**src/rtl/uart_cmd_pkg.sv**
```systemverilog
// Shared constants, state encodings and helpers for the UART command receiver.
// Byte receiver and command parser both import this package.
package uart_cmd_pkg;

    localparam int DEFAULT_CLK_HZ = 50_000_000;
    localparam int DEFAULT_BAUD   = 115200;
    localparam int CLKS_PER_BIT   = DEFAULT_CLK_HZ / DEFAULT_BAUD;

    localparam logic [7:0] ASCII_HASH = 8'h23;
    localparam logic [7:0] ASCII_R    = 8'h52;
    localparam logic [7:0] ASCII_S    = 8'h53;
    localparam logic [7:0] ASCII_G    = 8'h47;
    localparam logic [7:0] ASCII_Q    = 8'h51;
    localparam logic [7:0] ASCII_CR   = 8'h0D;

    typedef enum logic [1:0] {
        IDLE,
        START,
        DATA,
        STOP
    } rx_state_t;

    typedef enum logic [2:0] {
        P_IDLE,
        P_CMD,
        P_H1,
        P_H2,
        P_END
    } parse_state_t;

    typedef enum logic [1:0] {
        CMD_R,
        CMD_S,
        CMD_G,
        CMD_Q
    } cmd_t;

    // Returns {is_hex, nibble}; letters A-F and a-f share the same low nibble.
    function automatic logic [4:0] hex_decode(input logic [7:0] c);
        logic [4:0] res;
        res = 5'b0;
        if (c >= 8'h30 && c <= 8'h39) begin
            res = {1'b1, c[3:0]};
        end else if ((c >= 8'h41 && c <= 8'h46) || (c >= 8'h61 && c <= 8'h66)) begin
            res = {1'b1, c[3:0] + 4'd9};
        end
        return res;
    endfunction

endpackage

```
**src/rtl/uart_cmd_rx_byte.sv**
```systemverilog
// 8N1 UART byte receiver: two-flop synchronizer, falling-edge start detect,
// mid-bit sampling, registered byte_valid / frame_err pulses.
module uart_rx_byte
    import uart_cmd_pkg::*;
#(
    parameter int BIT_CLKS = CLKS_PER_BIT
) (
    input  logic       clk,
    input  logic       rst,
    input  logic       rx_pin,
    output logic [7:0] data,
    output logic       byte_valid,
    output logic       frame_err
);

    localparam int HALF_CLKS = BIT_CLKS / 2;
    localparam int CNT_W     = $clog2(BIT_CLKS);

    rx_state_t        state_q, state_d;
    logic             rx_meta_q, rx_meta_d;
    logic             rx_sync_q, rx_sync_d;
    logic             rx_prev_q, rx_prev_d;
    logic [CNT_W-1:0] cnt_q, cnt_d;
    logic [2:0]       bit_idx_q, bit_idx_d;
    logic [7:0]       shift_q, shift_d;
    logic [7:0]       data_q, data_d;
    logic             byte_valid_q, byte_valid_d;
    logic             frame_err_q, frame_err_d;

    logic fall_edge;
    logic half_tick;
    logic bit_tick;

    assign fall_edge = rx_prev_q & ~rx_sync_q;
    assign half_tick = (cnt_q == CNT_W'(HALF_CLKS - 1));
    assign bit_tick  = (cnt_q == CNT_W'(BIT_CLKS - 1));

    always_ff @(posedge clk) begin
        if (rst) begin
            state_q <= IDLE;
        end else begin
            state_q <= state_d;
        end
    end

    always_comb begin
        state_d = state_q;
        case (state_q)
            IDLE:  if (fall_edge) state_d = START;
            // A line back high at mid-start is a glitch, not a start bit.
            START: if (half_tick) state_d = rx_sync_q ? IDLE : DATA;
            DATA:  if (bit_tick && bit_idx_q == 3'd7) state_d = STOP;
            STOP:  if (bit_tick) state_d = IDLE;
            default: state_d = IDLE;
        endcase
    end

    always_comb begin
        rx_meta_d    = rx_pin;
        rx_sync_d    = rx_meta_q;
        rx_prev_d    = rx_sync_q;
        cnt_d        = cnt_q + 1'b1;
        bit_idx_d    = bit_idx_q;
        shift_d      = shift_q;
        data_d       = data_q;
        byte_valid_d = 1'b0;
        frame_err_d  = 1'b0;
        case (state_q)
            IDLE: begin
                cnt_d     = '0;
                bit_idx_d = 3'd0;
            end
            START: begin
                if (half_tick) cnt_d = '0;
            end
            DATA: begin
                if (bit_tick) begin
                    cnt_d     = '0;
                    shift_d   = {rx_sync_q, shift_q[7:1]};
                    bit_idx_d = bit_idx_q + 3'd1;
                end
            end
            STOP: begin
                if (bit_tick) begin
                    cnt_d = '0;
                    if (rx_sync_q) begin
                        byte_valid_d = 1'b1;
                        data_d       = shift_q;
                    end else begin
                        frame_err_d = 1'b1;
                    end
                end
            end
            default: cnt_d = '0;
        endcase
    end

    always_ff @(posedge clk) begin
        if (rst) begin
            rx_meta_q    <= 1'b1;
            rx_sync_q    <= 1'b1;
            rx_prev_q    <= 1'b1;
            cnt_q        <= '0;
            bit_idx_q    <= 3'd0;
            shift_q      <= 8'h00;
            data_q       <= 8'h00;
            byte_valid_q <= 1'b0;
            frame_err_q  <= 1'b0;
        end else begin
            rx_meta_q    <= rx_meta_d;
            rx_sync_q    <= rx_sync_d;
            rx_prev_q    <= rx_prev_d;
            cnt_q        <= cnt_d;
            bit_idx_q    <= bit_idx_d;
            shift_q      <= shift_d;
            data_q       <= data_d;
            byte_valid_q <= byte_valid_d;
            frame_err_q  <= frame_err_d;
        end
    end

    assign data       = data_q;
    assign byte_valid = byte_valid_q;
    assign frame_err  = frame_err_q;

endmodule

```
**src/rtl/uart_cmd_rx.sv**
```systemverilog
// UART command receiver: parses "#R\r", "#S\r", "#G\r" and "#Qhh\r" frames
// into counter control and quench-width configuration outputs.
module uart_cmd_rx
    import uart_cmd_pkg::*;
#(
    parameter int         CLK_HZ         = 50_000_000,
    parameter int         BAUD           = 115200,
    parameter logic [7:0] QUENCH_DEFAULT = 8'd10
) (
    input  logic       clk,
    input  logic       rst,
    input  logic       rx_pin,
    output logic       clr_cnt,
    output logic       count_en,
    output logic [7:0] quench_cfg,
    output logic       quench_cfg_valid,
    output logic       cmd_err,
    output logic       frame_err
);

    localparam int BIT_CLKS = CLK_HZ / BAUD;

    logic [7:0] rx_data;
    logic       rx_valid;
    logic       rx_frame_err;

    uart_rx_byte #(
        .BIT_CLKS(BIT_CLKS)
    ) u_rx (
        .clk       (clk),
        .rst       (rst),
        .rx_pin    (rx_pin),
        .data      (rx_data),
        .byte_valid(rx_valid),
        .frame_err (rx_frame_err)
    );

    parse_state_t pstate_q, pstate_d;
    cmd_t         cmd_q, cmd_d;
    logic [7:0]   hex_byte_q, hex_byte_d;
    logic         clr_cnt_q, clr_cnt_d;
    logic         count_en_q, count_en_d;
    logic [7:0]   quench_cfg_q, quench_cfg_d;
    logic         quench_cfg_valid_q, quench_cfg_valid_d;
    logic         cmd_err_q, cmd_err_d;

    logic [4:0] hex_dec;
    logic       is_hex;
    logic       is_hash;
    logic       is_rsg;

    assign hex_dec = hex_decode(rx_data);
    assign is_hex  = hex_dec[4];
    assign is_hash = (rx_data == ASCII_HASH);
    assign is_rsg  = (rx_data == ASCII_R) || (rx_data == ASCII_S) || (rx_data == ASCII_G);

    always_ff @(posedge clk) begin
        if (rst) begin
            pstate_q <= P_IDLE;
        end else begin
            pstate_q <= pstate_d;
        end
    end

    always_comb begin
        pstate_d = pstate_q;
        if (rx_frame_err) begin
            pstate_d = P_IDLE;
        end else if (rx_valid) begin
            // '#' always restarts a frame, whatever was in progress.
            if (is_hash) begin
                pstate_d = P_CMD;
            end else begin
                case (pstate_q)
                    P_IDLE: pstate_d = P_IDLE;
                    P_CMD: begin
                        if (is_rsg)                    pstate_d = P_END;
                        else if (rx_data == ASCII_Q)   pstate_d = P_H1;
                        else                           pstate_d = P_IDLE;
                    end
                    P_H1:    pstate_d = is_hex ? P_H2 : P_IDLE;
                    P_H2:    pstate_d = is_hex ? P_END : P_IDLE;
                    P_END:   pstate_d = P_IDLE;
                    default: pstate_d = P_IDLE;
                endcase
            end
        end
    end

    always_comb begin
        cmd_d              = cmd_q;
        hex_byte_d         = hex_byte_q;
        clr_cnt_d          = 1'b0;
        count_en_d         = count_en_q;
        quench_cfg_d       = quench_cfg_q;
        quench_cfg_valid_d = 1'b0;
        cmd_err_d          = 1'b0;
        if (rx_valid && !is_hash) begin
            case (pstate_q)
                P_CMD: begin
                    if (rx_data == ASCII_R)      cmd_d = CMD_R;
                    else if (rx_data == ASCII_S) cmd_d = CMD_S;
                    else if (rx_data == ASCII_G) cmd_d = CMD_G;
                    else if (rx_data == ASCII_Q) cmd_d = CMD_Q;
                    else                         cmd_err_d = 1'b1;
                end
                P_H1: begin
                    if (is_hex) hex_byte_d = {hex_dec[3:0], 4'h0};
                    else        cmd_err_d  = 1'b1;
                end
                P_H2: begin
                    if (is_hex) hex_byte_d = {hex_byte_q[7:4], hex_dec[3:0]};
                    else        cmd_err_d  = 1'b1;
                end
                P_END: begin
                    if (rx_data == ASCII_CR) begin
                        case (cmd_q)
                            CMD_R: clr_cnt_d  = 1'b1;
                            CMD_S: count_en_d = 1'b0;
                            CMD_G: count_en_d = 1'b1;
                            CMD_Q: begin
                                quench_cfg_d       = hex_byte_q;
                                quench_cfg_valid_d = 1'b1;
                            end
                            default: clr_cnt_d = 1'b0;
                        endcase
                    end else begin
                        cmd_err_d = 1'b1;
                    end
                end
                default: cmd_err_d = 1'b0;
            endcase
        end
    end

    always_ff @(posedge clk) begin
        if (rst) begin
            cmd_q              <= CMD_R;
            hex_byte_q         <= 8'h00;
            clr_cnt_q          <= 1'b0;
            count_en_q         <= 1'b1;
            quench_cfg_q       <= QUENCH_DEFAULT;
            quench_cfg_valid_q <= 1'b0;
            cmd_err_q          <= 1'b0;
        end else begin
            cmd_q              <= cmd_d;
            hex_byte_q         <= hex_byte_d;
            clr_cnt_q          <= clr_cnt_d;
            count_en_q         <= count_en_d;
            quench_cfg_q       <= quench_cfg_d;
            quench_cfg_valid_q <= quench_cfg_valid_d;
            cmd_err_q          <= cmd_err_d;
        end
    end

    assign clr_cnt          = clr_cnt_q;
    assign count_en         = count_en_q;
    assign quench_cfg       = quench_cfg_q;
    assign quench_cfg_valid = quench_cfg_valid_q;
    assign cmd_err          = cmd_err_q;
    assign frame_err        = rx_frame_err;

endmodule

```
**config.mk**
```make
export PLATFORM = sky130hd
export DESIGN_NAME = uart_cmd_rx
export DESIGN_NICKNAME = d
export VERILOG_FILES = /design/src/rtl/uart_cmd_pkg.sv /design/src/rtl/uart_cmd_rx_byte.sv /design/src/rtl/uart_cmd_rx.sv
export SDC_FILE = /design/constraint.sdc
export NUM_CORES = 1
export LEC_CHECK = 0
export BUFFER_PORTS_ARGS = -buffer_cell sky130_fd_sc_hd__buf_2
export CAP_MARGIN = 25
export CORE_MARGIN = 4
export CORE_UTILIZATION = 61
export CTS_CLUSTER_SIZE = 12
export DETAILED_ROUTE_END_ITERATION = 16
export PLACE_DENSITY = 0.79
export SLEW_MARGIN = 20
export SYNTH_ARGS = -nofsm -noshare
export SYNTH_HDL_FRONTEND = slang
export SYNTH_HIERARCHICAL = 1
export SYNTH_SLANG_ARGS = --single-unit
```
**constraint.sdc**
```tcl
create_clock -name clk -period 2.48 [get_ports clk]
set_clock_uncertainty 0.2 [all_clocks]
set_input_delay 0.496 -clock clk [delete_from_list [all_inputs] [get_ports clk]]
set_output_delay 0.496 -clock clk [all_outputs]
set_load 0.05 [all_outputs]
```
==> results by group, run 1 <==
Run status
  – Status: complete, no violations

Global route
  – Initial antenna violation count: 0
  – Met2 usage: 0.3336
  – Vias in the first global route: 2225
  – Met1 usage: 0.2749
  – GRT met3 Usage: 0.05215
  – Largest net degree at the start of global routing: 32
  – First-pass GRT wire length: 10360 um
  – All-layer global routing usage: 0.2111
  – GRT Max-Usage Layer: met2
  – Gr ovfl total: 0

Detailed routing
  – Drt total wl: around 5700 um
  – Routed vias: 2336
  – Initial DRT Pass Iterations: 4
  – Iteration-0 DRC Markers: between 200 and 300
  – Vias/cell: 5.670
  – Wire length per cell: about 14 um
  – Remaining routing DRC violations: 0
  – Antenna-violating nets left: 0

Logic synthesis
  – Sequential fraction of the synthesis area: 0.3925
  – Syn Inst Count: 324
  – Synth top cells by count: dfxtp_1 (60), nor2_1 (43), mux2i_1 (33)
  – Area share of the largest cell type after synthesis: 0.3925
  – Synth Warn #: 6
  – Syn_nets: 340
  – Mapped Area: 3060 um^2
  – Top-count cell post-synth: dfxtp_1
  – EDFF count, synth: 0
  – Main synth FF type: dfxtp_1
  – Mean Syn Cell Area: 9.446 um^2
  – Biggest area consumer among synthesized cells: dfxtp_1
  – Ranking of synthesized cells by area: dfxtp_1 (39%), mux2i_1 (11%), ha_1 (5.3%), nor2_1 (5.3%), nand2_1 (3.1%)
  – Number of synthesized register bits: 60
  – Post-synth cell types: 66
  – Asr flop ratio synth: 0

Clock tree
  – Post-CTS setup buffer count: 0
  – Clock-pin slew of the registers on the worst-case setup and hold paths: 0.06 ns
  – Num CTS Buffers: 9
  – Hold buffers post-CTS: 0
  – Clock root cell: clkbuf_8
  – Clk buf depth: 2
  – H-tree depth: 3
  – CTS Sinks: 60
  – Post-CTS resize count: 0
  – CTS tree: built
  – Latest clock arrival within the worst-skew pair: 0.33 ns

Min path
  – Worst hold path type: input port to flop

Layout
  – Layout cells sized above 1: 0.1710
  – Antenna Cells: 0
  – Final net count: 358
  – Post-Layout Cell Count: just over 400
  – Final Core Density: 0.6999
  – Cell area after layout: ~3300 um^2
  – P&R area growth vs syn: 9.444%

Timing
  – Setup TNS: 0 ns
  – Rel. slew slack: 0.5569
  – Least-Margin Pin Slew: 0.6478 ns
  – Final WS setup: 0.2242 ns
  – Hold Fails Final Rpt: 0
  – Fmax: 443.3 MHz
  – Hold WS: 0.1512 ns
  – Final setup vio count: 0
  – Max Slew Vio Count: 0
  – Tmin final: 2.256 ns
  – Final worst-path cycle share: 0.9096
  – RSZ-0062 raised after global routing: no

Worst setup path
  – Data arrival, critical path: 2.31 ns
  – WP buf/inv: 1
  – Cells along the critical path: inv_1, ha_1, o21bai_1, a21oi_2, o211ai_2, mux2i_1
  – Crit path largest cell delay: 0.46 ns
  – Crit-path max FO: 9
  – CP required: 2.54 ns
  – CP max-delay cell: dfxtp_1
  – WS Path Type: flop to flop
  – Crit. End Element: flop
  – CP startpoint kind: flop
  – CP delay by family, top: compound AO/OA/AOI/OAI gates

Die
  – # IOs: 16
  – Core area: 4786 um^2
  – # rows: 25
  – Die extent in x: 78.83 um
  – Die outline area: 6214 um^2
  – Die height: slightly below 80 um
  – Starting Density: 0.6395

Placement
  – GPL Wtd Cong: 0.8556
  – DPL Wire Length: 4150 um
  – Port buffer count: 15
  – Post-Place Cells: 398
  – Place WS: 0.2511 ns
  – Area after DPL: around 3200 um^2

Pwr
  – Peak supply drop: between 0.4 and 0.5 mV
  – Total Power: 1.719 mW
  – Leakage: 1.221 nW
  – Pwr per Cell Area: 513.3 nW/um^2

Flow run
  – Max-cap violation count: 0
-- layout make-up --
type                    instances  area, um^2
repair buffers                 19       105.1
well taps                      67       83.83
inverters                      15       56.30
clock buffers                  11       141.4
multi-input cells             237        1747
flip-flops and latches         60        1201
fillers                       388        1436
clock inverters                 3       15.01
-- cells by family after synthesis --
family                     after synthesis  share of synthesized area
AOI/OAI and AO/OA                       51                     0.1406
and+or+nand+nor                        132                     0.2461
muxes                                   33                     0.1079
xor gates and xnor gates                 8                    0.02290
DFF                                     60                     0.3925
buffers and inverters                   27                    0.03679
adders and majority gates               13                    0.05315
-- registers in the layout, indices dropped and copies added, names as in the netlist, named ones only --
register	flops
u_rx/frame_err	1
cmd_q	2
quench_cfg	8
u_rx/byte_valid	1
u_rx/shift_q	8
u_rx/rx_prev_d	1
u_rx/cnt_q	9
u_rx/rx_meta_q	1
count_en	1
u_rx/bit_idx_q	3
pstate_q	3
u_rx/state_q	1
u_rx/data	8
quench_cfg_valid	1
clr_cnt	1
cmd_err	1
u_rx/rx_prev_q	1
hex_byte_q	8
-- metal layers --
layer | share of wire | routed length [um] | vias to the layer above
li1 | - | - | 1186
met1 | 0.49 | 2821 | 1087
met4 | 0.011 | 65 | 0
met3 | 0.050 | 289 | 6
met2 | 0.45 | 2552 | 57
met5 | 0 | 0 | -
-- worst paths after layout --
check,depth (start not counted),startpoint,endpoint,slack (ns)
setup / recovery,6,u_rx/data[0],hex_byte_q[1],0.22
hold / removal,2,rx_pin,u_rx/rx_meta_q,0.15
setup reg to reg,6,u_rx/data[0],hex_byte_q[1],0.22
hold reg to reg,1,u_rx/rx_meta_q,u_rx/rx_prev_d,0.21
-- layout by cell type, fill, tap and decap left out, types with 3 or more instances in the layout --
cell	count
ha_1	13
nand4b_1	3
nand3_1	10
xor2_1	3
clkinv_2	3
a211oi_2	3
a31oi_1	8
inv_1	14
clkbuf_8	10
or2_2	4
buf_2	15
mux2i_1	33
nor3b_1	5
o21ai_0	7
a21o_1	3
dfxtp_1	60
nor2b_1	7
xnor2_1	5
nor3_1	6
nor2_1	43
nand2b_1	7
nand2_1	25
buf_4	4
-- where the power goes --
group | leakage, nW | switching [mW] | total [mW] | internal [mW]
combinational | 0.652 | 0.0208 | 0.0308 | 0.0100
sequential | 0.484 | 0.00530 | 0.973 | 0.967
clock | 0.0848 | 0.343 | 0.716 | 0.373
Note: power is estimated with default switching activity, not from simulation.
==> run 2, diff against run 1 <==
RECOVER_POWER = 50   (was unset)
==> results by group, run 2 (synthesis gave the netlist of run 1 again) <==
Run status
  – Status: complete, no violations

Layout
  – Top reg by flops: u_rx/cnt_q
  – Area of the multi-input gates: 1742 um^2 (-0.29%)
  – Cell area after layout: 3319 um^2 (-0.90%)
  – P&R area growth vs syn: 8.463%
  – FF+latch area: 1201 um^2 (unchanged)
  – Max FFs per register: 9 (unchanged)
  – Final-layout fill cell count: 400 (+3.1%)
  – Final net count: 358 (unchanged)
  – Most frequent cells in the layout: dfxtp_1 (60), nor2_1 (43), mux2i_1 (33)
  – Layout cells sized above 1: 0.1188 (-0.05217)
  – Post-Layout Cell Count: 412 (unchanged)
  – Antenna Cells: 0 (unchanged)
  – Most common cell after layout, fill and taps aside: dfxtp_1

Detailed routing
  – Remaining routing DRC violations: 0 (unchanged)
  – Initial DRT Pass Iterations: 4 (unchanged)
  – Antenna-violating nets left: 0 (unchanged)
  – Drt total wl: 5743 um (+0.24%)
  – Wire length per cell: 13.94 um (+0.24%)
  – Routed vias: 2333 (-0.13%)
  – Vias/cell: 5.663 (-0.13%)
  – Iteration-0 DRC Markers: 277 (-2.1%)

Clock tree
  – Latest clock arrival within the worst-skew pair: 0.33 ns (about the same)
  – CTS Sinks: 60 (unchanged)
  – Clk buf depth: 2 (unchanged)
  – H-tree depth: 3 (unchanged)
  – Hold buffers post-CTS: 0 (unchanged)
  – Post-CTS resize count: 0 (unchanged)
  – Clock-pin slew of the registers on the worst-case setup and hold paths: 0.06 ns (about the same)
  – Post-CTS setup buffer count: 0 (unchanged)
  – Num CTS Buffers: 9 (unchanged)
  – CTS tree: built
  – Clock root cell: clkbuf_8

Placement
  – Post-Place Cells: 398 (unchanged)
  – Port buffer count: 15 (unchanged)
  – Place WS: 0.2511 ns (unchanged)
  – Area after DPL: 3193 um^2 (unchanged)
  – GPL Wtd Cong: 0.8556 (unchanged)
  – DPL Wire Length: 4150 um (unchanged)

Global route
  – Largest net degree at the start of global routing: 32 (unchanged)
  – First-pass GRT wire length: 10360 um (unchanged)
  – All-layer global routing usage: 0.2111 (unchanged)
  – Initial antenna violation count: 0 (unchanged)
  – Vias in the first global route: 2225 (unchanged)
  – Gr ovfl total: 0 (unchanged)

Die
  – # rows: 25 (unchanged)
  – Die extent in x: 78.83 um (unchanged)
  – Starting Density: 0.6395 (unchanged)
  – Core area: 4786 um^2 (unchanged)
  – # IOs: 16 (unchanged)
  – Die outline area: 6214 um^2 (unchanged)
  – Die height: 78.83 um (unchanged)

Timing
  – Final worst-path cycle share: 0.9110 (+0.001349)
  – RSZ-0062 raised after global routing: no
  – Final WS setup: 0.2208 ns (-0.003346 ns)
  – Least-Margin Pin Slew: 0.6043 ns (-0.04356 ns)
  – Max Slew Vio Count: 0 (unchanged)
  – Fmax: 442.6 MHz (-0.15%)
  – Tmin final: 2.259 ns (+0.003346 ns)
  – Rel. slew slack: 0.5867 (+0.02979)
  – Final setup vio count: 0 (unchanged)
  – Hold Fails Final Rpt: 0 (unchanged)
  – Setup TNS: 0 ns (unchanged)

Worst setup path
  – WS Path Type: flop to flop
  – Crit. End Element: flop
  – CP required: 2.54 ns (about the same)
  – Crit-path max FO: 9 (unchanged)
  – CP startpoint kind: flop
  – Data arrival, critical path: 2.31 ns (about the same)

Min path
  – Worst hold path type: input port to flop

Flow run
  – Max-cap violation count: 0 (unchanged)

Pwr
  – Total Power: 1.719 mW (about the same)
  – Peak supply drop: 0.4306 mV (about the same)
  – Leakage: 1.162 nW (-4.8%)
  – Pwr per Cell Area: 517.9 nW/um^2 (+0.89%)
-- run 2: worst paths after layout --
check,slack (ns),start,depth (start not counted),end
max,0.22,u_rx/data[0],6,hex_byte_q[1]
min,0.15,rx_pin,2,u_rx/rx_meta_q
max reg2reg,0.22,u_rx/data[0],6,hex_byte_q[1]
min reg2reg,0.21,u_rx/rx_meta_q,1,u_rx/rx_prev_d
-- run 2: layer usage --
| layer | GRT usage | part of all wire | vias up |
|---|---|---|---|
| li1 | - | - | 1186 |
| met1 | 0.2749 | 0.49 | 1081 |
| met2 | 0.3336 | 0.45 | 60 |
| met3 | 0.05215 | 0.053 | 6 |
| met4 | 0.08935 | 0.011 | 0 |
| met5 | 0 | 0 | - |
-- run 2: area by class of cell --
cell class	count	share of cell area
sequential	60	0.3619
timing repair buffer	19	0.02412
clock inverter	3	0.004523
clock buffer	11	0.04259
inverter	15	0.01696
tap	67	0.02525
multi-input combinational	237	0.5247
-- run 2: critical path, cell delays in order (launching register included) --
cell and delay (ns):
dfxtp_1 0.46, inv_1 0.13, ha_1 0.27, o21bai_1 0.35, a21oi_2 0.17, o211ai_2 0.36
mux2i_1 0.24
-- run 2: report_power, final --
group,internal (mW),switching [mW]
logic,0.00975,0.0207
clock network,0.373,0.343
registers,0.967,0.00532
-- run 2: through the flow --
step                utilization  hold slack, ns
finish                   0.6936          0.1507
global placement         0.6672          0.1918
floorplan                     -          0.1895
global route             0.6936          0.1474
CTS                      0.6999          0.1438
detailed placement       0.6672          0.1971
==> run 3, diff against run 2 <==
ABC_AREA = 1   (was unset)
PLACE_DENSITY = 0.8   (was 0.79)
==> results by group, run 3 <==
Global route
  – First-pass GRT wire length: 10120 um (-2.3%)
  – Gr ovfl total: 0 (unchanged)
  – Vias in the first global route: 2449 (+10%)
  – All-layer global routing usage: 0.2069 (-0.004186)
  – Largest net degree at the start of global routing: 18 (-44%)
  – Initial antenna violation count: 0 (unchanged)

Clock tree
  – Latest clock arrival within the worst-skew pair: 0.33 ns (about the same)
  – CTS tree: built
  – H-tree depth: 3 (unchanged)
  – Num CTS Buffers: 9 (unchanged)
  – Post-CTS resize count: 0 (unchanged)
  – CTS Sinks: 60 (unchanged)
  – Post-CTS setup buffer count: 0 (unchanged)
  – Clock root cell: clkbuf_8
  – Clk buf depth: 2 (unchanged)
  – Clock-pin slew of the registers on the worst-case setup and hold paths: 0.07 ns (about the same)
  – Hold buffers post-CTS: 0 (unchanged)

Detailed routing
  – Wire length per cell: 10.56 um (-24%)
  – Drt total wl: 5554 um (-3.3%)
  – Iteration-0 DRC Markers: 144 (-48%)
  – Remaining routing DRC violations: 0 (unchanged)
  – Vias/cell: 4.825 (-15%)
  – Antenna-violating nets left: 0 (unchanged)
  – Routed vias: 2538 (+8.8%)
  – Initial DRT Pass Iterations: 5 (+1)

Worst setup path
  – R2R cell count: 8 (+2)
  – CP endpoint: quench_cfg[4]
  – Reg2reg end: quench_cfg[4]
  – CP max-delay cell: dfxtp_1
  – Reg2Reg Launch Point: u_rx/data[0]
  – Cells along the critical path: ha_1, nand2_1, nor2_1, nor2_8, nand3_4, clkinv_4, nor2_1, nor2_1
  – Data arrival, critical path: 1.98 ns (-0.33 ns)
  – Reg-to-reg setup timing slack: 0.53 ns (+0.31 ns)
  – Most used cell, CP: nor2_1
  – Critical path launch point: u_rx/data[0]
  – CP required: 2.51 ns (-0.03 ns)
  – CP startpoint kind: flop
  – WS Path Type: flop to flop
  – Crit. End Element: flop
  – Crit path largest cell delay: 0.44 ns (-0.02 ns)
  – Crit-path max FO: 10 (+1)

Logic synthesis
  – Top-count cell post-synth: nand2_1
  – Mean Syn Cell Area: 7.022 um^2 (-26%)
  – Main synth FF type: dfxtp_1
  – Mapped Area: 3040 um^2 (-0.65%)
  – EDFF count, synth: 0 (unchanged)
  – Syn Inst Count: 433 (+34%)
  – Asr flop ratio synth: 0 (unchanged)
  – Sequential fraction of the synthesis area: 0.3951 (+0.002584)
  – Syn_nets: 449 (+32%)
  – Ranking of synthesized cells by area: dfxtp_1 (40%), nand2_1 (13%), nor2_1 (11%), inv_1 (7.0%), ha_1 (5.3%)
  – Area share of the largest cell type after synthesis: 0.3951 (+0.002584)
  – Synth top cells by count: nand2_1 (107), nor2_1 (92), dfxtp_1 (60)
  – Synth Warn #: 6 (unchanged)
  – Biggest area consumer among synthesized cells: dfxtp_1
  – Number of synthesized register bits: 60 (unchanged)
  – Post-synth cell types: 35 (-47%)

Timing
  – RSZ-0062 raised after global routing: no
  – Final setup vio count: 0 (unchanged)
  – Max Slew Vio Count: 0 (unchanged)
  – Final WS setup: 0.5270 ns (+0.3062 ns)
  – Tmin final: 1.953 ns (-0.3062 ns)
  – Hold WS: 0.1476 ns (-0.003102 ns)
  – Rel. slew slack: 0.5045 (-0.08227)
  – Setup TNS: 0 ns (unchanged)
  – Hold Fails Final Rpt: 0 (unchanged)
  – Least-Margin Pin Slew: 0.7433 ns (+0.1390 ns)
  – Final worst-path cycle share: 0.7875 (-0.1235)
  – Fmax: 512.0 MHz (+16%)

Placement
  – Area after DPL: 3168 um^2 (-0.78%)
  – DPL Wire Length: 4003 um (-3.5%)
  – Place WS: 0.6212 ns (+0.3700 ns)
  – GPL Wtd Cong: 0.9342 (+9.2%)
  – Port buffer count: 15 (unchanged)

Die
  – Core area: 4786 um^2 (unchanged)
  – Die outline area: 6178 um^2 (-0.58%)
  – Starting Density: 0.6353 (-0.004183)
  – Die extent in x: 78.60 um (-0.29%)
  – Die height: 78.60 um (-0.29%)
  – # IOs: 16 (unchanged)
  – # rows: 25 (unchanged)

Min path
  – Hold_sp: rx_pin
  – Worst hold path type: input port to flop

Layout
  – Max FFs per register: 9 (unchanged)
  – Final net count: 470 (+31%)
  – Cell area after layout: 3304 um^2 (-0.45%)
  – Layout cells sized above 1: 0.1002 (-0.01862)
  – Most common cell after layout, fill and taps aside: nand2_1
  – Most frequent cells in the layout: nand2_1 (109), nor2_1 (94), dfxtp_1 (60)
  – Top reg by flops: u_rx/cnt_q
  – P&R area growth vs syn: 8.683%
  – Antenna Cells: 0 (unchanged)

Pwr
  – Leakage: 1.527 nW (+31%)
  – Peak supply drop: 0.3865 mV (-10%)
  – Pwr per Cell Area: 561.4 nW/um^2 (+8.4%)

Flow run
  – Max-cap violation count: 0 (unchanged)

Run status
  – Status: complete, no violations
==> run 3: cell types whose count changed in the layout (fill, tap and decap cells not counted), sizes merged, moves of 6 or more <==
cell	change
mux2i	-33
nor2	+57
nand3	+14
nor2b	-7
a21oi	+6
nand2	+87
nand2b	-7
a31oi	-8
inv	+50
==> run 3: critical path: cells and delay by family (launching register included) <==
family                   cells  cell delay [ns]
flip-flops                   1             0.44
AND/OR/NAND/NOR              6             0.83
adder cells (fa/ha/maj)      1             0.28
buffers and inverters        1             0.10
==> run 3: how the worst min path moves through the flow <==
| stage | endpoint | slack, ns | cells past startpoint |
|---|---|---|---|
| global route | u_rx/rx_meta_q | 0.14 | 2 |
| global placement | u_rx/rx_prev_d | 0.19 | 1 |
| detailed placement | u_rx/rx_prev_d | 0.20 | 1 |
| floorplan | u_rx/rx_prev_d | 0.19 | 1 |
| CTS | u_rx/rx_meta_q | 0.13 | 2 |
| finish | u_rx/rx_meta_q | 0.15 | 2 |
==> run 3: per-stage QoR <==
stage / util / std cells / power [mW]
floorplan: - / 433 / 1.060
global placement: 0.6620 / 510 / 1.075
detailed placement: 0.6620 / 510 / 1.077
CTS: 0.7012 / 526 / 1.883
global route: 0.6905 / 526 / 1.938
finish: 0.6905 / 526 / 1.855
==> run 3: cell type report <==
type	instances	area [um^2]
sequential	60	1201
tap	67	83.83
fill	420	1481
clock inverter	4	22.52
clock buffer	12	165.2
inverter	65	249.0
multi-input combinational	302	1521
timing repair buffer	16	61.31
==> run 3: cells by family (layout without fill, tap and decap cells) <==
| logic type | count (synthesis) | in the layout | synth area share |
|---|---|---|---|
| adder cells (fa/ha/maj) | 13 | 13 | 0.05350 |
| buffers and inverters | 71 | 97 | 0.09465 |
| flip-flops | 60 | 60 | 0.3951 |
| AO/OA/AOI/OAI | 23 | 23 | 0.03951 |
| XOR/XNOR | 4 | 4 | 0.01152 |
| AND/OR/NAND/NOR | 262 | 262 | 0.4058 |
==> run 3: layer usage <==
metal | vias up | share of wire | track usage
li1 | 1367 | - | -
met1 | 1125 | 0.49 | 0.2448
met2 | 35 | 0.45 | 0.3404
met3 | 11 | 0.038 | 0.04931
met4 | 0 | 0.021 | 0.1189
met5 | - | 0 | 0
==> run 3: power by group <==
group	internal (mW)	switching (mW)	total [mW]
Combinational	0.0206	0.0503	0.0709
Clock	0.439	0.363	0.802
Sequential	0.972	0.0108	0.982
